<file path="config.mk">
export PLATFORM = sky130hd
export DESIGN_NAME = serial_add_seq
export DESIGN_NICKNAME = d
export VERILOG_FILES = /design/src/rtl/serial_add_seq_pkg.sv /design/src/rtl/serial_fa_cell.sv /design/src/rtl/serial_add_seq.sv
export SDC_FILE = /design/constraint.sdc
export NUM_CORES = 1
export LEC_CHECK = 0
export ABC_AREA = 1
export BUFFER_PORTS_ARGS = -buffer_cell sky130_fd_sc_hd__buf_2
export CORE_MARGIN = 3
export CORE_UTILIZATION = 30
export DETAILED_ROUTE_END_ITERATION = 7
export PLACE_DENSITY = 0.56
export REMOVE_ABC_BUFFERS = 1
export SLEW_MARGIN = 0
export SYNTH_ARGS = -nofsm -noshare
export SYNTH_HDL_FRONTEND = slang
export SYNTH_HIERARCHICAL = 1
export SYNTH_SLANG_ARGS = --single-unit
</file>
<file path="constraint.sdc">
create_clock -name i_clk -period 1.5 [get_ports i_clk]
set_clock_uncertainty 0.1 [all_clocks]
set_input_delay 0.225 -clock i_clk [delete_from_list [all_inputs] [get_ports i_clk]]
set_output_delay 0.225 -clock i_clk [all_outputs]
set_load 0.02 [all_outputs]
</file>
<file path="src/rtl/serial_add_seq_pkg.sv">
// Shared types and constants for the bit-serial adder sequencer.
// The state encoding is fixed at 00/01/10; 11 is illegal and recovers to idle.
package serial_add_seq_pkg;

    typedef enum logic [1:0] {
        StIdle = 2'b00,
        StRun  = 2'b01,
        StDone = 2'b10
    } state_e;

    localparam int unsigned WidthMin = 2;
    localparam int unsigned WidthMax = 16;

    // Bit counter width; never narrower than one bit.
    function automatic int unsigned cnt_width(input int unsigned w);
        int unsigned c;
        c = int'($clog2(w));
        return (c < 1) ? 1 : c;
    endfunction

endpackage

</file>
<file path="src/rtl/serial_fa_cell.sv">
// Single full-adder cell exposing propagate, generate and sum.
// The sequencer reuses this cell for every bit position.
module serial_fa_cell (
    input  logic i_a,
    input  logic i_b,
    input  logic i_cin,
    output logic o_prop,
    output logic o_gen,
    output logic o_sout
);

    assign o_prop = i_a ^ i_b;
    assign o_gen  = i_a & i_b;
    assign o_sout = o_prop ^ i_cin;

endmodule

</file>
<file path="src/rtl/serial_add_seq.sv">
// Bit-serial adder: one full-adder cell walks the operands LSB first over WIDTH cycles,
// also accumulating group propagate/generate for carry-lookahead cross-checking.
module serial_add_seq
    import serial_add_seq_pkg::*;
#(
    parameter int unsigned WIDTH = 8
) (
    input  logic             i_clk,
    input  logic             i_rst_n,
    input  logic             i_start,
    input  logic [WIDTH-1:0] i_a,
    input  logic [WIDTH-1:0] i_b,
    input  logic             i_cin,
    output logic             o_busy,
    output logic             o_done,
    output logic [WIDTH-1:0] o_sum,
    output logic             o_cout,
    output logic             o_grp_prop,
    output logic             o_grp_gen
);

    localparam int unsigned CntW = cnt_width(WIDTH);

    generate
        if (WIDTH < WidthMin || WIDTH > WidthMax) begin : g_bad_width
            $error("serial_add_seq: WIDTH out of range");
        end
    endgenerate

    state_e           r_state;
    state_e           w_state_next;
    logic [CntW-1:0]  r_cnt;
    logic             r_carry;
    logic [WIDTH-1:0] r_a_sh;
    logic [WIDTH-1:0] r_b_sh;
    logic [WIDTH-1:0] r_sum_sh;
    logic             r_pacc;
    logic             r_gacc;
    logic [WIDTH-1:0] r_sum;
    logic             r_cout;
    logic             r_grp_prop;
    logic             r_grp_gen;

    logic             w_prop;
    logic             w_gen;
    logic             w_sout;
    logic             w_last;
    logic             w_carry_next;
    logic             w_pacc_next;
    logic             w_gacc_next;
    logic [WIDTH-1:0] w_sum_next;

    serial_fa_cell u_fa (
        .i_a    (r_a_sh[0]),
        .i_b    (r_b_sh[0]),
        .i_cin  (r_carry),
        .o_prop (w_prop),
        .o_gen  (w_gen),
        .o_sout (w_sout)
    );

    assign w_last       = (r_cnt == CntW'(WIDTH - 1));
    assign w_carry_next = w_gen | (w_prop & r_carry);
    assign w_pacc_next  = r_pacc & w_prop;
    assign w_gacc_next  = w_gen | (w_prop & r_gacc);
    // Sum bits enter at the MSB so bit 0 lands at index 0 after WIDTH shifts.
    assign w_sum_next   = {w_sout, r_sum_sh[WIDTH-1:1]};

    always_comb begin
        w_state_next = r_state;
        o_busy       = 1'b0;
        o_done       = 1'b0;
        case (r_state)
            StIdle: begin
                if (i_start) begin
                    w_state_next = StRun;
                end
            end
            StRun: begin
                o_busy = 1'b1;
                if (w_last) begin
                    w_state_next = StDone;
                end
            end
            StDone: begin
                o_done       = 1'b1;
                w_state_next = StIdle;
            end
            default: w_state_next = StIdle;
        endcase
    end

    always_ff @(posedge i_clk) begin
        if (!i_rst_n) begin
            r_state <= StIdle;
        end else begin
            r_state <= w_state_next;
        end
    end

    always_ff @(posedge i_clk) begin
        if (!i_rst_n) begin
            r_cnt      <= '0;
            r_carry    <= 1'b0;
            r_a_sh     <= '0;
            r_b_sh     <= '0;
            r_sum_sh   <= '0;
            r_pacc     <= 1'b0;
            r_gacc     <= 1'b0;
            r_sum      <= '0;
            r_cout     <= 1'b0;
            r_grp_prop <= 1'b0;
            r_grp_gen  <= 1'b0;
        end else begin
            case (r_state)
                StIdle: begin
                    if (i_start) begin
                        r_a_sh  <= i_a;
                        r_b_sh  <= i_b;
                        r_carry <= i_cin;
                        r_cnt   <= '0;
                        r_pacc  <= 1'b1;
                        r_gacc  <= 1'b0;
                    end
                end
                StRun: begin
                    r_carry  <= w_carry_next;
                    r_pacc   <= w_pacc_next;
                    r_gacc   <= w_gacc_next;
                    r_sum_sh <= w_sum_next;
                    r_a_sh   <= r_a_sh >> 1;
                    r_b_sh   <= r_b_sh >> 1;
                    if (w_last) begin
                        r_cnt      <= '0;
                        r_sum      <= w_sum_next;
                        r_cout     <= w_carry_next;
                        r_grp_prop <= w_pacc_next;
                        r_grp_gen  <= w_gacc_next;
                    end else begin
                        r_cnt <= r_cnt + 1'b1;
                    end
                end
                default: ;
            endcase
        end
    end

    assign o_sum      = r_sum;
    assign o_cout     = r_cout;
    assign o_grp_prop = r_grp_prop;
    assign o_grp_gen  = r_grp_gen;

endmodule

</file>
After elaboration in Yosys (flattened, before gate mapping)

Index checks and enable logic that the tools add are counted.

Register bits after elaboration: 43
Bits of input ports: 20
Output and inout bits: 13
Logic and storage cells: 49

Add/subtract/negate cells: 1
Equality and inequality tests: 5
Muxes and demuxes: 18
Bitwise operators: 8
Reduce and logical (&&, ||, !) cells: 5

Operators by type and width:

| operator              | number |
|---|---|
| $pmux W8 S2           | 2 |
| $mux W8               | 2 |
| $mux W3               | 2 |
| $pmux W1 S2           | 3 |
| $pmux W3 S2           | 1 |
| $reduce_and A2 Y1     | 3 |
| $mux W1               | 5 |
| $and A1 B1 Y1         | 4 |
| $mux W2               | 2 |
| $ne A2 B2 Y1 const B  | 2 |
| $pmux W2 S2           | 1 |
| $add A3 B1 Y3 const B | 1 |
| $eq A3 B3 Y1 const B  | 1 |
| $eq A2 B1 Y1 const B  | 1 |
| $eq A2 B2 Y1 const B  | 1 |
| $logic_not A2 Y1      | 1 |
| $or A1 B1 Y1          | 2 |
| $reduce_bool A2 Y1    | 1 |
| $xor A1 B1 Y1         | 2 |

Longest topological paths before layout

Word-level depth: 4
Mapped depth: 8
Gate-level depth less buffers: 7

Modules after synthesis

The synthesis kept the hierarchy.

Modules (own cells, without submodules):

| module         | times used | cells each | area an instance (um^2) | sequential area each (um^2) |
|---|---|---|---|---|
| serial_add_seq | 1          | 259        | 1834.3                  | 840.8 |
| serial_fa_cell | 1          | 6          | 31.3                    | 0.0 |

Worst setup path before layout

No wires, ideal clock.

Path kind: register -> register
From: register r_cnt[0]
To: register r_grp_prop (netlist: o_grp_prop)
Library setup time: 116 ps
Data arrival time: 1104 ps
Required time: 1284 ps
Setup slack: 180 ps
Cell stages (with the launch flop): 8
Buffers on the path: 1
Period minus slack after synthesis: 1320 ps
Cell sequence: dfxtp_1 ha_1 ha_1 inv_1 nor2_4 buf_6 o21ai_0 nor2_1

Cells in the longest elaborated chain, start to end: 2

RTL lines:

| item                        | RTL line              | source |
|---|---|---|
| start: declaration          | serial_add_seq.sv:32  | `logic [CntW-1:0] r_cnt;` |
| start signal: assignment    | serial_add_seq.sv:140 | `r_cnt <= r_cnt + 1'b1;` |
| $eq A3 B3 Y1                | serial_add_seq.sv:62  | `assign w_last = (r_cnt == CntW'(WIDTH - 1));` |
| $reduce_and A2 Y1 (no line) | n/a                   |  |
| end signal: assignment      | serial_add_seq.sv:137 | `r_grp_prop <= w_pacc_next;` |
| end: declaration            | serial_add_seq.sv:41  | `logic r_grp_prop;` |

Every way passes these cells.
A chain may end at the register's enable or synchronous reset.

Final worst setup path

From: register r_cnt[1]
To: register r_grp_prop (netlist: o_grp_prop)

Same word-level chain as after synthesis.

==> summary.md <==
| Metric | Value |
|---|---|
| Pin count of the biggest net entering global routing | `36` |
| Via count | `1658` |
| CTS tree | `done` |
| Post-Syn Area | `1870 um^2` |
| Slew @ Worst Pin | `0.688 ns` |
| Max Fclk | `around 690 MHz` |
| Critical Path AT | `1.54 ns` |
| Tcrit/Tclk final | `a little over nine tenths` |
| Filler cell count | `~680` |
| Rel. slew slack | `54.2%` |
| Non-filler instance count after layout | `between 300 and 400` |
| Outcome | `finished, final reports clean` |
| Initial Util | `31.3%` |
| YS warnings | `6` |
| Ratio of cells with drive above 1 in the final layout | `24.3%` |
| Num CTS Buffers | `5` |
| Type of the most critical hold path | `input port to register` |
| CP Buf/Inv Count | `2` |
| Count of max-cap constraint violations | `0` |
| Placed cells | `about 370` |
| Top-count cell post-synth | `nand2_1` |
| Routed WL | `about 4200 um` |
| Core area | `5960 um^2` |
| Worst setup EP type | `register` |
| DRC viols | `0` |
| Placer Congestion | `0.777` |
| Hold_buf cts | `0` |
| Antenna Cells | `0` |
| Clock buffer depth | `2` |
| Final setup violation count | `0` |
| Crit path cell chain | `ha_4 > ha_4 > inv_2 > nor2_4 > clkinvlp_4 > nor2_1 > nor2_1` |
| Logic pwr share | `14.9%` |
| Area grow syn2layout | `21.8%` |
| Sequential fraction of the synthesis area | `45.1%` |
| Top-area cell type share of the netlist area | `a little under half` |
| Max Slew Vio Count | `0` |
| Die W | `84.9 um` |
| # rows | `28` |
| VDD IR max | `roughly 0.50 mV` |
| CP top delay family | `flip-flops` |
| Final ANT Viol Nets | `0` |
| Max incr delay on CP | `0.36 ns` |
| Sum Neg Setup Slack | `0 ns` |
| DR vias/cell | `4.36` |
| Count of different cell masters after synthesis | `24` |
| Clk network pwr share | `32.7%` |
| P_leak | `1.08 nW` |
| Multi-input logic area | `870 um^2` |
| Initial DRC Count | `79` |
| Avg WL per Cell | `between 10 and 15 um` |
| Die Y-Extent | `84.9 um` |
| Number of port buffers | `32` |
| Internal | `around 1.7 mW` |
| Slowest-stage cell, CP | `dfxtp_2` |
| Final Hold Fails | `0` |
| Drt first pass iters | `4` |
| Root Buffer | `clkbuf_8` |
| Synth Register Bits | `42` |
| Register Area | `846 um^2` |
| CP Launch Type | `register` |
| PwrDens | `1020 nW/um^2` |
| Synth async-reset ratio | `0%` |
| Area contributors post-synth | `dfxtp_1 45%, nand2_1 14%, nor2_1 12%` |
| Vias in the first global route | `1492` |
| Die area | `7200 um^2` |
| Minimum clock period | `1.45 ns` |
| Switching share of total power | `27.1%` |
| Unrepaired setup endpoints after global routing | `true` |
| Post-Syn Area per Cell | `7.04 um^2` |
| Crit Path Max Fanout | `6` |
| Final #Nets | `327` |
| Flop pwr share | `52.4%` |
| GRT Util Overall | `11.7%` |
| Post-synth top area cell | `dfxtp_1` |
| H-tree Lvls | `2` |
| Worst Path Required | `roughly 1.6 ns` |
| GR Overflow Total | `0` |
| Clk sinks | `42` |
| Clk Latency, worst-skew pair | `0.29 ns` |
| Hpwl dp | `2730 um` |
| Top_reg_cell synth | `dfxtp_1` |
| Post-synth top cells | `72 x nand2_1, 59 x nor2_1, 42 x dfxtp_1` |
| First-pass GRT wire length | `6690 um` |
| Final hold slack | `0.0741 ns` |
| I/O pin total | `33` |
| EDFF count, synth | `0` |
| Synth Instances | `265` |
| Initial antenna violation count | `0` |
| Worst-path clk slew | `0.08 ns` |
| Critical path type | `register to register` |
| Switching Power | `0.628 mW` |
[power groups by stage]
stage / Combinational (mW) / Clock, mW / Sequential [mW]
after global placement: 0.327 / 0 / 1.23
final: 0.344 / 0.757 / 1.21
after detailed placement: 0.329 / 0 / 1.23
after floorplan: 0.212 / 0 / 1.23
after CTS: 0.336 / 0.791 / 1.21
after global routing: 0.401 / 0.825 / 1.22
[stage by stage]
stage               worst slack [ns]  cell area (um^2)  util (%)  power, mW
global route                 -0.0426              2270      38.2       2.45
detailed placement           -0.0169              2090      35.1       1.56
floorplan                     0.0893              1770         -       1.44
global placement             -0.0146              2090      35.1       1.56
CTS                          0.00299              2210      37.1       2.34
finish                        0.0516              2270      38.2       2.31
[worst reg2reg max path: stages, from the launching register on]
cell and delay, ns:
dfxtp_2 0.36, ha_4 0.14, ha_4 0.13, inv_2 0.04, nor2_4 0.18, clkinvlp_4 0.21, nor2_1 0.13, nor2_1 0.05
[registers in the layout, summed over array words and instances, names as in the netlist]
name        cells
o_cout          1
o_grp_gen       1
o_grp_prop      1
o_sum           8
r_a_sh          8
r_b_sh          8
r_carry         1
r_cnt           3
r_gacc          1
r_pacc          1
r_state         2
r_sum_sh        7
[layout by cell type, fill, tap and decap left out]
master	n
nand2_1	72
nor2_1	56
dfxtp_1	38
buf_2	32
o21ai_0	24
inv_1	23
a21oi_1	9
buf_4	8
clkbuf_8	6
nor2_2	4
dfxtp_2	4
inv_2	3
o21ai_1	3
clkinvlp_4	3
nor2_4	2
nand3_1	2
o21ai_2	2
ha_4	2
nand2_4	1
o21a_1	1
o21ai_4	1
clkinv_1	1
nand2_2	1
a211oi_2	1
a211oi_1	1
nand3_2	1
clkinv_2	1
buf_6	1
buf_12	1
ha_1	1
[kinds of logic after synthesis]
family / count (synthesis) / synth area share, %
simple gates: 139 / 29.6
flops: 42 / 45.1
compound gates: 41 / 12.5
buf+inv: 40 / 10.8
fa+ha+maj: 3 / 2.01
[cell type report]
type                    instances  share of cell area [%]
inverters                      28                    4.79
multi-input cells             184                    38.3
well taps                      75                    4.13
repair inverters                1                   0.330
clock buffers                   6                    3.63
clock inverters                 2                   0.551
repair buffers                 42                    11.1
flip-flops and latches         42                    37.2
[path summary, 6_finish.rpt]
kind | startpoint | endpoint | slack [ns] | cells past startpoint
max | r_cnt[1] | o_grp_prop | 0.05 | 7
min | i_b[7] | r_b_sh[7] | 0.07 | 3
max reg2reg | r_cnt[1] | o_grp_prop | 0.05 | 7
min reg2reg | r_gacc | r_gacc | 0.37 | 2
[routing by layer]
metal  GRT usage [%]  routed length (um)
met5               0                   0
met4            4.32                  69
met3            3.50                 244
met2            19.0                1910
met1            14.6                2010
[timing repair]
item	CTS	global route
setup buffers	1	2
setup endpoints to repair	5	32
cloned	1	1
resized for setup	5	11
pin swaps	2	5
(Power assumes the default switching activity.)
